[config.mk]
export PLATFORM = sky130hd
export DESIGN_NAME = matmul_operand_fetch
export DESIGN_NICKNAME = d
export VERILOG_FILES = /design/src/rtl/matmul_pkg.sv /design/src/rtl/operand_fifo.sv /design/src/rtl/matmul_operand_fetch.sv
export SDC_FILE = /design/constraint.sdc
export NUM_CORES = 1
export LEC_CHECK = 0
export CAP_MARGIN = 15
export CORE_MARGIN = 2
export CORE_UTILIZATION = 59
export CTS_CLUSTER_DIAMETER = 40
export DETAILED_ROUTE_END_ITERATION = 12
export GPL_TIMING_DRIVEN = 0
export HOLD_SLACK_MARGIN = 0.08
export PLACE_DENSITY_LB_ADDON = 0.3
export SYNTH_ARGS = -nofsm -noshare
export SYNTH_HDL_FRONTEND = slang
export SYNTH_SLANG_ARGS = --single-unit
[constraint.sdc]
create_clock -name clk -period 8.4 [get_ports clk]
set_input_delay 0.84 -clock clk [delete_from_list [all_inputs] [get_ports clk]]
set_output_delay 0.84 -clock clk [all_outputs]
set_load 0.02 [all_outputs]
[src/rtl/matmul_pkg.sv]
// matmul_pkg
// Shared definitions for the matrix-multiply operand fetch slice: data and
// memory-address widths, the fetch FSM state type, and the field layout of
// the packed memory request word (A address high byte, B address low byte).
package matmul_pkg;

  localparam int DATA_W  = 16;
  localparam int MADDR_W = 8;

  // Request word layout: A address in [15:8], B address in [7:0].
  localparam int A_FIELD_HI = 15;
  localparam int A_FIELD_LO = 8;
  localparam int B_FIELD_HI = 7;
  localparam int B_FIELD_LO = 0;

  // One buffered operand pair: {last, a, b}.
  localparam int PAIR_W = 2 * DATA_W + 1;

  typedef enum logic [2:0] {
    IDLE,
    ISSUE,
    GAP,
    DRAIN,
    DONE
  } fetch_state_t;

  // Packs the A and B word addresses into one memory request word.
  function automatic logic [2*MADDR_W-1:0] pack_address(
    input logic [MADDR_W-1:0] a_addr,
    input logic [MADDR_W-1:0] b_addr
  );
    logic [2*MADDR_W-1:0] word;
    word = '0;
    word[A_FIELD_HI:A_FIELD_LO] = a_addr;
    word[B_FIELD_HI:B_FIELD_LO] = b_addr;
    return word;
  endfunction

endpackage

[src/rtl/operand_fifo.sv]
// operand_fifo
// Synchronous FIFO holding operand pairs between memory capture and the MAC
// stream. A push and a pop in the same cycle are both honoured, even when
// the FIFO is full.
// Ports:
//   clk, rst          clock, synchronous active-high reset (empties the FIFO)
//   push, push_data   write request and data
//   pop               read request (ignored when empty)
//   head              oldest entry (meaningful only when !empty)
//   count, full, empty  occupancy status
module operand_fifo #(
  parameter int WIDTH = 33,
  parameter int DEPTH = 4,
  localparam int CNT_W = $clog2(DEPTH + 1),
  localparam int PTR_W = (DEPTH > 1) ? $clog2(DEPTH) : 1
) (
  input  logic             clk,
  input  logic             rst,
  input  logic             push,
  input  logic [WIDTH-1:0] push_data,
  input  logic             pop,
  output logic [WIDTH-1:0] head,
  output logic [CNT_W-1:0] count,
  output logic             full,
  output logic             empty
);

  logic [WIDTH-1:0] storage [DEPTH];
  logic [PTR_W-1:0] rd_ptr;
  logic [PTR_W-1:0] wr_ptr;
  logic             do_push;
  logic             do_pop;

  assign empty   = (count == '0);
  assign full    = (count == CNT_W'(DEPTH));
  assign do_pop  = pop && !empty;
  assign do_push = push && (!full || do_pop);
  assign head    = storage[rd_ptr];

  // Pointer and occupancy bookkeeping; pointers wrap explicitly so any depth
  // works, not only powers of two.
  always_ff @(posedge clk) begin
    if (rst) begin
      rd_ptr <= '0;
      wr_ptr <= '0;
      count  <= '0;
    end else begin
      if (do_push) begin
        wr_ptr <= (wr_ptr == PTR_W'(DEPTH - 1)) ? '0 : wr_ptr + PTR_W'(1);
      end
      if (do_pop) begin
        rd_ptr <= (rd_ptr == PTR_W'(DEPTH - 1)) ? '0 : rd_ptr + PTR_W'(1);
      end
      case ({do_push, do_pop})
        2'b10:   count <= count + CNT_W'(1);
        2'b01:   count <= count - CNT_W'(1);
        default: count <= count;
      endcase
    end
  end

  // Storage array; contents need no reset because empty gates every read.
  always_ff @(posedge clk) begin
    if (do_push) begin
      storage[wr_ptr] <= push_data;
    end
  end

endmodule

[src/rtl/matmul_operand_fetch.sv]
// matmul_operand_fetch
// Read initiator for the operand memory. Walks C = A x B in i, j, k order,
// issuing one packed request {A[i][k], B[k][j]} at a time, captures the
// returned words MEM_LAT cycles later and streams them to the MAC datapath
// through a small FIFO, marking the last pair of each dot product.
// Ports:
//   clk, rst               clock, synchronous active-high reset
//   start, a_base, b_base  begin a product (sampled only in IDLE)
//   busy, done             product in progress / one-cycle completion pulse
//   mem_address            {A address, B address} request word
//   mem_write_en           always 0
//   mem_q1, mem_q2         A and B read data
//   op_valid, op_ready     operand stream handshake
//   op_a, op_b, op_last    operand pair and end-of-dot-product marker
module matmul_operand_fetch
  import matmul_pkg::*;
#(
  parameter int N          = 4,
  parameter int MEM_LAT    = 3,
  parameter int ISSUE_GAP  = 2,
  parameter int FIFO_DEPTH = 4
) (
  input  logic                 clk,
  input  logic                 rst,
  input  logic                 start,
  input  logic [MADDR_W-1:0]   a_base,
  input  logic [MADDR_W-1:0]   b_base,
  output logic                 busy,
  output logic                 done,
  output logic [2*MADDR_W-1:0] mem_address,
  output logic                 mem_write_en,
  input  logic [DATA_W-1:0]    mem_q1,
  input  logic [DATA_W-1:0]    mem_q2,
  output logic                 op_valid,
  input  logic                 op_ready,
  output logic [DATA_W-1:0]    op_a,
  output logic [DATA_W-1:0]    op_b,
  output logic                 op_last
);

  localparam int IDX_W = (N > 1) ? $clog2(N) : 1;
  localparam int CNT_W = $clog2(FIFO_DEPTH + 1);
  localparam int GAP_W = (ISSUE_GAP > 1) ? $clog2(ISSUE_GAP) : 1;
  localparam logic [IDX_W-1:0] IDX_MAX = IDX_W'(N - 1);

  fetch_state_t state;
  fetch_state_t next_state;

  logic [IDX_W-1:0]   i_idx;
  logic [IDX_W-1:0]   j_idx;
  logic [IDX_W-1:0]   k_idx;
  logic [MADDR_W-1:0] a_ptr;
  logic [MADDR_W-1:0] b_ptr;
  logic [MADDR_W-1:0] b_base_r;
  logic [GAP_W-1:0]   gap_cnt;

  logic               req_valid;
  logic               req_last;
  logic [MEM_LAT-1:0] pipe_valid;
  logic [MEM_LAT-1:0] pipe_last;
  logic [CNT_W-1:0]   inflight;

  logic               issue;
  logic               credit;
  logic               final_req;
  logic               capture;

  logic               fifo_pop;
  logic [PAIR_W-1:0]  fifo_head;
  logic [CNT_W-1:0]   fifo_count;
  logic               fifo_full;
  logic               fifo_empty;

  assign mem_write_en = 1'b0;

  // A request may go out only while every pair already buffered or still
  // coming back from memory has a guaranteed FIFO slot.
  assign credit = !fifo_full &&
                  (({1'b0, fifo_count} + {1'b0, inflight}) < (CNT_W + 1)'(FIFO_DEPTH));
  assign final_req = (i_idx == IDX_MAX) && (j_idx == IDX_MAX) && (k_idx == IDX_MAX);
  assign capture   = pipe_valid[MEM_LAT-1];

  // State register.
  always_ff @(posedge clk) begin
    if (rst) begin
      state <= IDLE;
    end else begin
      state <= next_state;
    end
  end

  // Next-state and control decode.
  always_comb begin
    next_state = state;
    issue      = 1'b0;
    busy       = 1'b0;
    done       = 1'b0;
    case (state)
      IDLE: begin
        if (start) begin
          next_state = ISSUE;
        end
      end
      ISSUE: begin
        busy = 1'b1;
        if (credit) begin
          issue = 1'b1;
          if (final_req) begin
            next_state = DRAIN;
          end else if (ISSUE_GAP > 1) begin
            next_state = GAP;
          end
        end
      end
      GAP: begin
        busy = 1'b1;
        if (gap_cnt <= GAP_W'(1)) begin
          next_state = ISSUE;
        end
      end
      DRAIN: begin
        busy = 1'b1;
        if (inflight == '0 && fifo_empty) begin
          next_state = DONE;
        end
      end
      DONE: begin
        done       = 1'b1;
        next_state = IDLE;
      end
      default: next_state = IDLE;
    endcase
  end

  // Loop indices and address pointers. The pointers are advanced
  // incrementally so no multiplier is needed; all arithmetic wraps mod 256.
  always_ff @(posedge clk) begin
    if (rst) begin
      i_idx       <= '0;
      j_idx       <= '0;
      k_idx       <= '0;
      a_ptr       <= '0;
      b_ptr       <= '0;
      b_base_r    <= '0;
      gap_cnt     <= '0;
      mem_address <= '0;
    end else begin
      if (state == IDLE && start) begin
        i_idx    <= '0;
        j_idx    <= '0;
        k_idx    <= '0;
        a_ptr    <= a_base;
        b_ptr    <= b_base;
        b_base_r <= b_base;
      end
      if (issue) begin
        mem_address <= pack_address(a_ptr, b_ptr);
        gap_cnt     <= GAP_W'(ISSUE_GAP - 1);
        if (k_idx != IDX_MAX) begin
          k_idx <= k_idx + IDX_W'(1);
          a_ptr <= a_ptr + MADDR_W'(1);
          b_ptr <= b_ptr + MADDR_W'(N);
        end else begin
          k_idx <= '0;
          if (j_idx != IDX_MAX) begin
            j_idx <= j_idx + IDX_W'(1);
            a_ptr <= a_ptr - MADDR_W'(N - 1);
            b_ptr <= b_base_r + MADDR_W'(j_idx) + MADDR_W'(1);
          end else begin
            j_idx <= '0;
            i_idx <= i_idx + IDX_W'(1);
            a_ptr <= a_ptr + MADDR_W'(1);
            b_ptr <= b_base_r;
          end
        end
      end else if (state == GAP) begin
        gap_cnt <= gap_cnt - GAP_W'(1);
      end
    end
  end

  // Read-return tracking. req_valid marks the cycle the address is on the
  // bus; the shift register then counts MEM_LAT cycles so the exit bit lines
  // up with the cycle mem_q1/mem_q2 carry that request's data. Reset clears
  // the pipe, so data returning for discarded requests is never captured.
  always_ff @(posedge clk) begin
    if (rst) begin
      req_valid  <= 1'b0;
      req_last   <= 1'b0;
      pipe_valid <= '0;
      pipe_last  <= '0;
      inflight   <= '0;
    end else begin
      req_valid     <= issue;
      req_last      <= issue && (k_idx == IDX_MAX);
      pipe_valid[0] <= req_valid;
      pipe_last[0]  <= req_last;
      for (int s = 1; s < MEM_LAT; s++) begin
        pipe_valid[s] <= pipe_valid[s-1];
        pipe_last[s]  <= pipe_last[s-1];
      end
      case ({issue, capture})
        2'b10:   inflight <= inflight + CNT_W'(1);
        2'b01:   inflight <= inflight - CNT_W'(1);
        default: inflight <= inflight;
      endcase
    end
  end

  assign fifo_pop = op_valid && op_ready;

  operand_fifo #(
    .WIDTH (PAIR_W),
    .DEPTH (FIFO_DEPTH)
  ) u_fifo (
    .clk       (clk),
    .rst       (rst),
    .push      (capture),
    .push_data ({pipe_last[MEM_LAT-1], mem_q1, mem_q2}),
    .pop       (fifo_pop),
    .head      (fifo_head),
    .count     (fifo_count),
    .full      (fifo_full),
    .empty     (fifo_empty)
  );

  // The stream shows zeros while empty so stale FIFO contents never leak out.
  assign op_valid = !fifo_empty;
  assign op_last  = fifo_empty ? 1'b0 : fifo_head[PAIR_W-1];
  assign op_a     = fifo_empty ? '0 : fifo_head[2*DATA_W-1:DATA_W];
  assign op_b     = fifo_empty ? '0 : fifo_head[DATA_W-1:0];

endmodule

==> key figures <==
Timing
  • Hold Vio Cnt, Final: 0
  • Slew HR: between 30% and 40%
  • Tcrit/Tclk final: 44.2%
  • Setup Viol. Count Final: 0
  • Setup_tns: 0 ns
  • Worst Hold Slack: 0.439 ns
  • Maximum clock frequency: roughly 270 MHz
  • Slew @ Worst Pin: 0.926 ns
  • Final worst path period need: 3.71 ns
  • Final Skew: 0.0246 ns
  • RSZ-0062 raised after global routing: no
  • Max-slew violation count: 0

Hold path
  • Hold crit path type: reg2reg

Die
  • Die area: 15000 um2
  • Die width: 122 um
  • Initial core utilization: 60.1%
  • Cell row count: 43
  • Ports: ~110
  • Core Area: 13800 um2
  • Die H: 122 um

Place
  • Detailed placer's ending HPWL: 11800 um
  • IO buf count: roughly 100
  • RePlAce Congestion: 0.859

Global route
  • GR Util All Layers: 26.3%
  • Total congestion overflow: 0
  • Largest net degree at the start of global routing: 34
  • Initial antenna violation count: 0
  • Vias in the first global route: 5868
  • First-pass GRT wire length: 30200 um

Final layout
  • # diodes: 0
  • FF+latch area: 5350 um2
  • Layout cell share with drive strength beyond 1: about an eighth
  • Nets: 805
  • Util after Layout: 75.3%
  • FILL cells: 823
  • Synth-to-Final Area Change: 25.2%
  • Area occupied by multi-input gates: around 2700 um2

Clock tree
  • CTS tree: built
  • CTS Hold Bufs: 0
  • Clk_lat worst skew: 0.51 ns
  • Worst-path clk slew: 0.06 ns
  • Number of CTS-inserted buffers: 24
  • CTS HTree Levels: 1
  • Resize count post-CTS: 0
  • Max clock buf depth: 3
  • Post-CTS Setup Repair Bufs: 0
  • CTS sink cnt: 201
  • Root Buffer: clkbuf_16

Power
  • Clk network pwr share: approximately 46%
  • Psw: around 0.00052 W
  • Comb power frac: 8.0%
  • PD cells: 227 nW/um2
  • Leakage power total: 3.50 nW
  • VDD IR max: 0.154 mV
  • Internal power: 0.00184 W
  • Pwr Total: around 0.0024 W
  • Seq pwr share: 46.5%
  • Net Sw Frac: between 20% and 30%

Detailed routing
  • Vias per cell: 6.00
  • Top sig layer: met4
  • Pre-antenna DRT Iters: 5
  • DRT met1 WL: 7510 um
  • Met2 wire length: roughly 10000 um
  • Via count: 5592
  • DRT antenna net count: 0
  • DR WL/cell: 20.6 um
  • DRC: 0
  • DRT iter0 DRCs: 573
  • Final WL: 19200 um
  • Met3 wire len: 1180 um

Setup path
  • CP delay by family, top: buffers and inverters
  • Crit path buf inv count: 3
  • CP cell instances: clkbuf_1 > buf_2 > mux4_2 > and2_1 > clkdlybuf4s50_1
  • Startpoint Class: register
  • Critical setup path kind: reg2out
  • CP max stage delay: roughly 0.6 ns
  • Worst Path Required: approximately 7.6 ns
  • Critical Path AT: roughly 2.9 ns
  • Crit end category: output port
  • Critical Path Fanout Max: 10
  • Critical-path top delay cell: mux4_2

Yosys
  • Number of synthesized register bits: 201
  • YS warnings: 0
  • Ys async rst share: 0%
  • Synth Cell Area: just over 8000 um2
  • Post-synthesis sequential area ratio: 64.5%
  • Syn nets: 677
  • EDFF count, synth: 132
  • Synth Flop Type: edfxtp_1
  • Syn Area/Cell: 13.7 um2
  • Synth Instances: 606
  • Yosys cell types: 61

Run status
  • Status: completed

Flow run
  • Max cap viols: 0
-- cells by family after synthesis --
family          share of synthesized area (%)
compound gates                           7.31
simple gates                             11.5
xor+xnor                                 1.48
fa+ha+maj                                3.14
buf+inv                                  2.76
flops                                    64.5
mux                                      9.23
other cells                            0.0453
-- final timing paths --
check,to,startpoint,depth (start not counted),slack (ns)
setup reg to reg,inflight[2],u_fifo.count[2],12,5.31
setup / recovery,op_b[3],register,5,4.69
hold reg to reg,pipe_last[0],req_last,1,0.44
hold / removal,pipe_last[0],req_last,1,0.44
-- per-layer routing --
metal / GRT usage [%] / up-vias
met4: 8.12 / 0
met5: 0 / -
met1: 33.2 / 2798
met2: 47.4 / 258
li1: - / 2493
met3: 3.53 / 43
-- Yosys cell counts, types with 5 or more instances --
library cell / n / area [um2]
a21oi_1: 50 / 250
and2_1: 38 / 238
buf_2: 8 / 40.0
clkbuf_1: 20 / 75.1
dfxtp_1: 69 / 1380
edfxtp_1: 132 / 3960
ha_1: 16 / 200
inv_1: 17 / 63.8
mux4_2: 33 / 743
nand2_1: 70 / 263
nand3_1: 11 / 55.1
nand4_1: 5 / 31.3
nor2_1: 30 / 113
nor2b_1: 10 / 62.6
nor3_1: 8 / 40.0
o21ai_0: 5 / 25.0
xnor2_1: 5 / 43.8
xor2_1: 9 / 78.8
-- power groups by stage --
stage          registers (W)  clock network [W]  logic [W]
2_1_floorplan        0.00111                  0   0.000101
3_3_place_gp         0.00111                  0   0.000174
3_5_place_dp         0.00112                  0   0.000182
4_1_cts              0.00110            0.00108   0.000187
5_1_grt              0.00110            0.00112   0.000203
6_report             0.00110            0.00107   0.000189
-- per-stage QoR --
step                std cells  instance area [um2]  worst slack, ns
floorplan                 606                 8280             5.77
global placement          888                 9530             5.00
detailed placement        888                 9540             5.25
CTS                       932                10400             4.62
global route              932                10400             4.51
finish                    932                10400             4.69
-- final cells by class --
| type | instances | area share [%] |
|---|---|---|
| Buffer | 33 | 1.54 |
| Timing Repair Buffer | 102 | 9.84 |
| Tap cell | 180 | 2.17 |
| Sequential cell | 201 | 51.5 |
| Inverter | 18 | 0.663 |
| Clock inverter | 12 | 1.70 |
| Clock buffer | 32 | 6.38 |
| Multi-Input combinational cell | 354 | 26.2 |
-- layout by cell type (no fill, tap or decap), types with 3 or more instances in the layout --
| cell type | instances |
|---|---|
| a22oi_1 | 3 |
| edfxtp_1 | 132 |
| o21a_1 | 3 |
| and2_1 | 34 |
| o22ai_1 | 3 |
| a21oi_1 | 50 |
| clkbuf_16 | 25 |
| fa_1 | 3 |
| buf_2 | 8 |
| nand3_1 | 11 |
| inv_1 | 17 |
| or3_1 | 3 |
| nor2b_1 | 10 |
| clkbuf_1 | 26 |
| nor3_1 | 8 |
| xor2_1 | 9 |
| a2bb2oi_1 | 3 |
| dfxtp_1 | 69 |
| ha_1 | 16 |
| a211oi_1 | 3 |
| clkdlybuf4s50_1 | 102 |
| bufinv_16 | 4 |
| buf_6 | 3 |
| a31oi_1 | 3 |
| clkinv_2 | 3 |
| nand2_1 | 70 |
| nand4_1 | 5 |
| nor2_1 | 30 |
| and2_2 | 4 |
| mux4_2 | 33 |
| o21ai_0 | 5 |
| xnor2_1 | 5 |
-- flip-flops by register name, summed over array words and instances (netlist names), named ones only --
register / flops
i_idx: 2
u_fifo.storage: 132
a_ptr: 8
req_valid: 1
j_idx: 2
req_last: 1
u_fifo.count: 3
inflight: 3
pipe_valid: 3
pipe_last: 3
mem_address: 16
b_ptr: 8
k_idx: 2
u_fifo.wr_ptr: 2
b_base_r: 8
u_fifo.rd_ptr: 2
state: 3
No activity file was read; power rests on OpenSTA's default activity.
